<file path="src/rtl/multiword_add_sequencer_if.sv">
// Bus bundle for the multiword add sequencer: request/operands, result/status,
// and the word-serial link to the external N-bit ripple-carry adder.
interface multiword_add_sequencer_if #(
  parameter int unsigned N     = 8,
  parameter int unsigned WORDS = 4
);
  logic                 start;
  logic [N*WORDS-1:0]   op_a;
  logic [N*WORDS-1:0]   op_b;
  logic                 cin_in;
  logic [N-1:0]         adder_a;
  logic [N-1:0]         adder_b;
  logic                 adder_cin;
  logic [N-1:0]         adder_sum;
  logic                 adder_cout;
  logic [N*WORDS-1:0]   result;
  logic                 cout;
  logic                 busy;
  logic                 done;

  modport master (
    output start, op_a, op_b, cin_in, adder_sum, adder_cout,
    input  adder_a, adder_b, adder_cin, result, cout, busy, done
  );

  modport slave (
    input  start, op_a, op_b, cin_in, adder_sum, adder_cout,
    output adder_a, adder_b, adder_cin, result, cout, busy, done
  );
endinterface

</file>
<file path="src/rtl/multiword_add_sequencer.sv">
// Sequences a WORDS*N-bit add through one external N-bit adder, one word per
// cycle, least significant word first, carrying between words.
module multiword_add_sequencer #(
  parameter int unsigned N     = 8,
  parameter int unsigned WORDS = 4
) (
  input logic                      clk,
  input logic                      rst_n,
  multiword_add_sequencer_if.slave bus
);
  localparam int unsigned W  = N * WORDS;
  localparam int unsigned KW = (WORDS > 1) ? $clog2(WORDS) : 1;
  localparam logic [KW-1:0] K_LAST = KW'(WORDS - 1);

  typedef enum logic [1:0] {S_IDLE, S_RUN, S_DONE} state_t;

  state_t        r_state, w_state_nxt;
  logic [KW-1:0] r_k, w_k_nxt;
  logic          r_carry, w_carry_nxt;
  logic [W-1:0]  r_a, w_a_nxt;
  logic [W-1:0]  r_b, w_b_nxt;
  logic [W-1:0]  r_result, w_result_nxt;
  logic          r_cout, w_cout_nxt;
  logic          r_busy, w_busy_nxt;
  logic          r_done, w_done_nxt;
  logic [N-1:0]  r_adder_a, w_adder_a_nxt;
  logic [N-1:0]  r_adder_b, w_adder_b_nxt;
  logic          r_adder_cin, w_adder_cin_nxt;
  logic [31:0]   w_lo_cur;
  logic [31:0]   w_lo_nxt;

  assign w_lo_cur = 32'(r_k) * 32'(N);
  assign w_lo_nxt = 32'(r_k + KW'(1)) * 32'(N);

  // Adder-facing words are registered one edge ahead, so they already show word k while in RUN.
  always_comb begin
    w_state_nxt     = r_state;
    w_k_nxt         = r_k;
    w_carry_nxt     = r_carry;
    w_a_nxt         = r_a;
    w_b_nxt         = r_b;
    w_result_nxt    = r_result;
    w_cout_nxt      = r_cout;
    w_busy_nxt      = r_busy;
    w_done_nxt      = 1'b0;
    w_adder_a_nxt   = '0;
    w_adder_b_nxt   = '0;
    w_adder_cin_nxt = 1'b0;

    case (r_state)
      S_IDLE: begin
        w_busy_nxt = 1'b0;
        if (bus.start) begin
          w_state_nxt     = S_RUN;
          w_a_nxt         = bus.op_a;
          w_b_nxt         = bus.op_b;
          w_carry_nxt     = bus.cin_in;
          w_k_nxt         = '0;
          w_busy_nxt      = 1'b1;
          w_adder_a_nxt   = bus.op_a[N-1:0];
          w_adder_b_nxt   = bus.op_b[N-1:0];
          w_adder_cin_nxt = bus.cin_in;
        end
      end
      S_RUN: begin
        w_result_nxt[w_lo_cur +: N] = bus.adder_sum;
        w_carry_nxt                 = bus.adder_cout;
        if (r_k == K_LAST) begin
          w_cout_nxt  = bus.adder_cout;
          w_state_nxt = S_DONE;
          w_done_nxt  = 1'b1;
        end else begin
          w_k_nxt         = r_k + KW'(1);
          w_adder_a_nxt   = r_a[w_lo_nxt +: N];
          w_adder_b_nxt   = r_b[w_lo_nxt +: N];
          w_adder_cin_nxt = bus.adder_cout;
        end
      end
      S_DONE: begin
        w_state_nxt = S_IDLE;
        w_busy_nxt  = 1'b0;
      end
      default: begin
        w_state_nxt = S_IDLE;
        w_busy_nxt  = 1'b0;
      end
    endcase
  end

  always_ff @(posedge clk or negedge rst_n) begin
    if (!rst_n) begin
      r_state     <= S_IDLE;
      r_k         <= '0;
      r_carry     <= 1'b0;
      r_a         <= '0;
      r_b         <= '0;
      r_result    <= '0;
      r_cout      <= 1'b0;
      r_busy      <= 1'b0;
      r_done      <= 1'b0;
      r_adder_a   <= '0;
      r_adder_b   <= '0;
      r_adder_cin <= 1'b0;
    end else begin
      r_state     <= w_state_nxt;
      r_k         <= w_k_nxt;
      r_carry     <= w_carry_nxt;
      r_a         <= w_a_nxt;
      r_b         <= w_b_nxt;
      r_result    <= w_result_nxt;
      r_cout      <= w_cout_nxt;
      r_busy      <= w_busy_nxt;
      r_done      <= w_done_nxt;
      r_adder_a   <= w_adder_a_nxt;
      r_adder_b   <= w_adder_b_nxt;
      r_adder_cin <= w_adder_cin_nxt;
    end
  end

  assign bus.adder_a   = r_adder_a;
  assign bus.adder_b   = r_adder_b;
  assign bus.adder_cin = r_adder_cin;
  assign bus.result    = r_result;
  assign bus.cout      = r_cout;
  assign bus.busy      = r_busy;
  assign bus.done      = r_done;
endmodule

</file>
<file path="src/flat_wrapper.sv">
// flat-port wrapper written by rule: the top's interface ports become plain ports
module multiword_add_sequencer_flat 
#(
  parameter int unsigned N     = 8,
  parameter int unsigned WORDS = 4
)
  (clk, rst_n, bus_start, bus_op_a, bus_op_b, bus_cin_in, bus_adder_sum, bus_adder_cout, bus_adder_a, bus_adder_b, bus_adder_cin, bus_result, bus_cout, bus_busy, bus_done);
  multiword_add_sequencer_if #(.N(N), .WORDS(WORDS)) bus_i ();
  input logic clk;
  input logic rst_n;
  input wire logic [$bits(bus_i.start)-1:0] bus_start;
  input wire logic [$bits(bus_i.op_a)-1:0] bus_op_a;
  input wire logic [$bits(bus_i.op_b)-1:0] bus_op_b;
  input wire logic [$bits(bus_i.cin_in)-1:0] bus_cin_in;
  input wire logic [$bits(bus_i.adder_sum)-1:0] bus_adder_sum;
  input wire logic [$bits(bus_i.adder_cout)-1:0] bus_adder_cout;
  output wire logic [$bits(bus_i.adder_a)-1:0] bus_adder_a;
  output wire logic [$bits(bus_i.adder_b)-1:0] bus_adder_b;
  output wire logic [$bits(bus_i.adder_cin)-1:0] bus_adder_cin;
  output wire logic [$bits(bus_i.result)-1:0] bus_result;
  output wire logic [$bits(bus_i.cout)-1:0] bus_cout;
  output wire logic [$bits(bus_i.busy)-1:0] bus_busy;
  output wire logic [$bits(bus_i.done)-1:0] bus_done;
  assign bus_i.start = bus_start;
  assign bus_i.op_a = bus_op_a;
  assign bus_i.op_b = bus_op_b;
  assign bus_i.cin_in = bus_cin_in;
  assign bus_i.adder_sum = bus_adder_sum;
  assign bus_i.adder_cout = bus_adder_cout;
  assign bus_adder_a = bus_i.adder_a;
  assign bus_adder_b = bus_i.adder_b;
  assign bus_adder_cin = bus_i.adder_cin;
  assign bus_result = bus_i.result;
  assign bus_cout = bus_i.cout;
  assign bus_busy = bus_i.busy;
  assign bus_done = bus_i.done;
  multiword_add_sequencer #(.N(N), .WORDS(WORDS)) u_core (.clk(clk), .rst_n(rst_n), .bus(bus_i));
endmodule
</file>
<file path="config.mk">
export PLATFORM = sky130hd
export DESIGN_NAME = multiword_add_sequencer_flat
export DESIGN_NICKNAME = d
export VERILOG_FILES = /design/src/rtl/multiword_add_sequencer_if.sv /design/src/rtl/multiword_add_sequencer.sv /design/src/flat_wrapper.sv
export SDC_FILE = /design/constraint.sdc
export NUM_CORES = 1
export LEC_CHECK = 0
export CAP_MARGIN = 20
export CORE_ASPECT_RATIO = 1.1
export CORE_UTILIZATION = 51
export DETAILED_ROUTE_END_ITERATION = 8
export GPL_TIMING_DRIVEN = 0
export PLACE_DENSITY = 0.85
export SYNTH_ARGS = -nofsm -noshare
export SYNTH_HDL_FRONTEND = slang
export SYNTH_SLANG_ARGS = --single-unit
</file>
<file path="constraint.sdc">
create_clock -name clk -period 4.05 [get_ports clk]
set_input_delay 0.6075 -clock clk [delete_from_list [all_inputs] [get_ports clk]]
set_output_delay 0.6075 -clock clk [all_outputs]
set_load 0.02 [all_outputs]
</file>
==> impl_metrics.toml <==
[clock_tree]
cts_sinks = 104
cts_resized = 0
clkTransAtPathRegs_ns = 0.09
worstSkewPairLatency_ns = 0.36
clockBufferDepth = 2
cts_tree = "done"
cts_setup_buffers = 0
cts_max_level = 3
cts_buffers = 9
cts_root_buffer = "clkbuf_8"
ctsHoldBuffers = 0

[setup_path]
startpoint_type = "flip-flop"
critPathCaptureType = "flip-flop"
crit_type = "flip-flop to flip-flop"
cp_max_fo = 10
crit_required_ns = 4.34
reg2reg_setup_slack_ns = 1.37
cp.arrival_ns = 2.98

[logic_synthesis]
synth_ff_type = "dfrtp_1"
ys_types = 30
synth-seq-area-share_pct = 59.1
synth.area.top_cells = "dfrtp_1 (59%), mux2_1 (10%), a22o_1 (9.7%)"
syn_inst = 308
syn_nets = 391
post-synth-top-count-cell = "dfrtp_1"
synthTopCellsByCount = "dfrtp_1 (104), a22o_1 (49), mux2_1 (39)"
syn_area_per_cell_um2 = 14.3
yosysWarnings = 0
synth_seq_cells = 104
syn_area_um2 = 4400
ys_async_sr_fraction_pct = 100
synth_edf_count = 0
netlist.area_leader.share_pct = 59.1
synth_top_area_cell = "dfrtp_1"

[sta]
fin_worst_skew_ns = 0.00711
period_needed_ns = 2.68
max_freq_mhz = 373
worstMarginPinSlew_ns = 0.536
finalSetupViolCount = 0
slew_viol_final = 0
finalCritPeriodShare_pct = 66.3
hold_viol = 0
rsz0062_at_grt = "false"
max-slew-margin-rel_pct = 64.0

[global_routing]
grt_max_degree = 75
antenna_found_initial = 0
grt.total_usage_pct = 24.0
grt_pass1_vias = 3294
grt-ovfl-total = 0
grt_pass1_wl_mm = 16.5

[drt]
drt_wl_total_mm = 10.1
dr.pass1.iters = 4
via_per_inst = 5.56
drt_iter0_drc = 91
vias = 3130
ant_nets = 0
routedWlPerCell_um = 18.0
drc = 0

[placed_design]
finalWeightedCongestion = 0.772
post-dp-hpwl_mm = 7.69
port-buffer-count = 128
dp_cells = 548

[die]
die_w_um = 90.6
core_um2 = 8360
dieHeight_um = 99.4
start_util_pct = 52.6
io_pins = 129
rows = 35
dieArea_um2 = 9010

[finish]
drive_gt1_share_pct = 10.4
fin_nets = 531
diodes = 0
synthToLayoutAreaGrowth_pct = 36.6
instances_no_fill = 563

[power_and_ir_drop]
power.density_nw_per_um2 = 761
ir_drop_uv = 357
p_leak_nw = 2.59
finalPower_mw = 4.58

[status]
status = "finished, final reports clean"

[run]
maxCapViolations = 0

[worst_hold_path]
hp-class = "primary input to async pin"
[cells by family (layout without fill, tap and decap cells)]
group | after synthesis | count (layout) | share of synthesized area, %
AOI/OAI and AO/OA | 70 | 70 | 12.5
adders and majority gates | 6 | 6 | 1.71
and+or+nand+nor | 39 | 39 | 7.11
buffers and inverters | 22 | 166 | 2.87
DFF | 104 | 104 | 59.1
muxes | 67 | 67 | 16.7
[metal layers]
layer	share of wire, %	GRT usage, %
met2	51	41.7
met3	6.4	6.65
met5	0	0
met4	1.9	8.56
met1	41	28.6
[layout make-up]
| type | count | area (um2) |
|---|---|---|
| multi-input combinational | 182 | 1670 |
| buffer | 18 | 111 |
| tap | 111 | 139 |
| clock buffer | 11 | 131 |
| fill | 591 | 2350 |
| sequential | 104 | 2600 |
| timing repair buffer | 129 | 1310 |
| inverter | 4 | 15.0 |
| clock inverter | 4 | 32.5 |
[worst max-delay path, cell delays in order, from the launching register on]
cell	delay [ns]
dfrtp_1	0.41
buf_2	0.26
clkbuf_1	0.40
inv_1	0.16
ha_1	0.54
nand4bb_4	0.18
nor4b_4	0.46
a22o_1	0.21
[power breakdown]
part	leakage, nW	switching (mW)	internal (mW)
logic	1.20	1.12	1.11
clock network	0.0756	0.331	0.223
registers	1.31	0.264	1.53
total	2.59	1.71	2.86
[cell usage in the layout, fill, tap and decap left out, types with 2 or more instances in the layout]
cell	count
a22o_1	49
a32o_1	2
buf_2	8
buf_4	2
buf_6	4
clkbuf_1	7
clkbuf_8	9
clkdlybuf4s50_1	127
clkinv_4	2
clkinvlp_4	2
dfrtp_1	104
ha_1	6
inv_1	3
mux2_1	39
mux2_2	11
mux2i_1	17
nand2_1	7
nand2b_1	2
nand3b_1	16
nor2_1	5
nor4_4	2
o21ai_0	15
[per-stage QoR]
step           setup WS, ns  util [%]  cell area, um2  hold WS [ns]  setup TNS (ns)
4_1_cts                1.36      71.9            6010         0.165               0
5_1_grt                1.23      71.9            6010         0.178               0
6_report               1.37      71.9            6010         0.173               0
2_1_floorplan          1.92         -            4400         0.312               0
3_5_place_dp           1.37      69.9            5850         0.474               0
3_3_place_gp          -1.34      69.6            5820         0.464         -138.20
[final timing paths]
path | to | startpoint | cells after the start
worst max-delay path | u_core.bus.result[17] | u_core.r_k[1] | 7
worst min-delay path | u_core.bus.result[19] | rst_n | 1
worst max register to register | u_core.bus.result[17] | u_core.r_k[1] | 7
worst min register to register | u_core.r_a[14] | u_core.r_a[14] | 1
max in group asynchronous | u_core.r_b[10] | rst_n | 2
min in group clk | u_core.r_a[14] | u_core.r_a[14] | 1
[state kept, by name (all words and copies together) (netlist names)]
signal	flops
u_core.r_b	24
u_core.bus.cout	1
u_core.bus.adder_cin	1
u_core.bus.result	32
u_core.bus.adder_a	8
u_core.r_k	2
u_core.bus.busy	1
u_core.r_a	24
u_core.bus.adder_b	8
u_core.bus.done	1
u_core.r_state	2
Power figures use the tool's default switching activity.
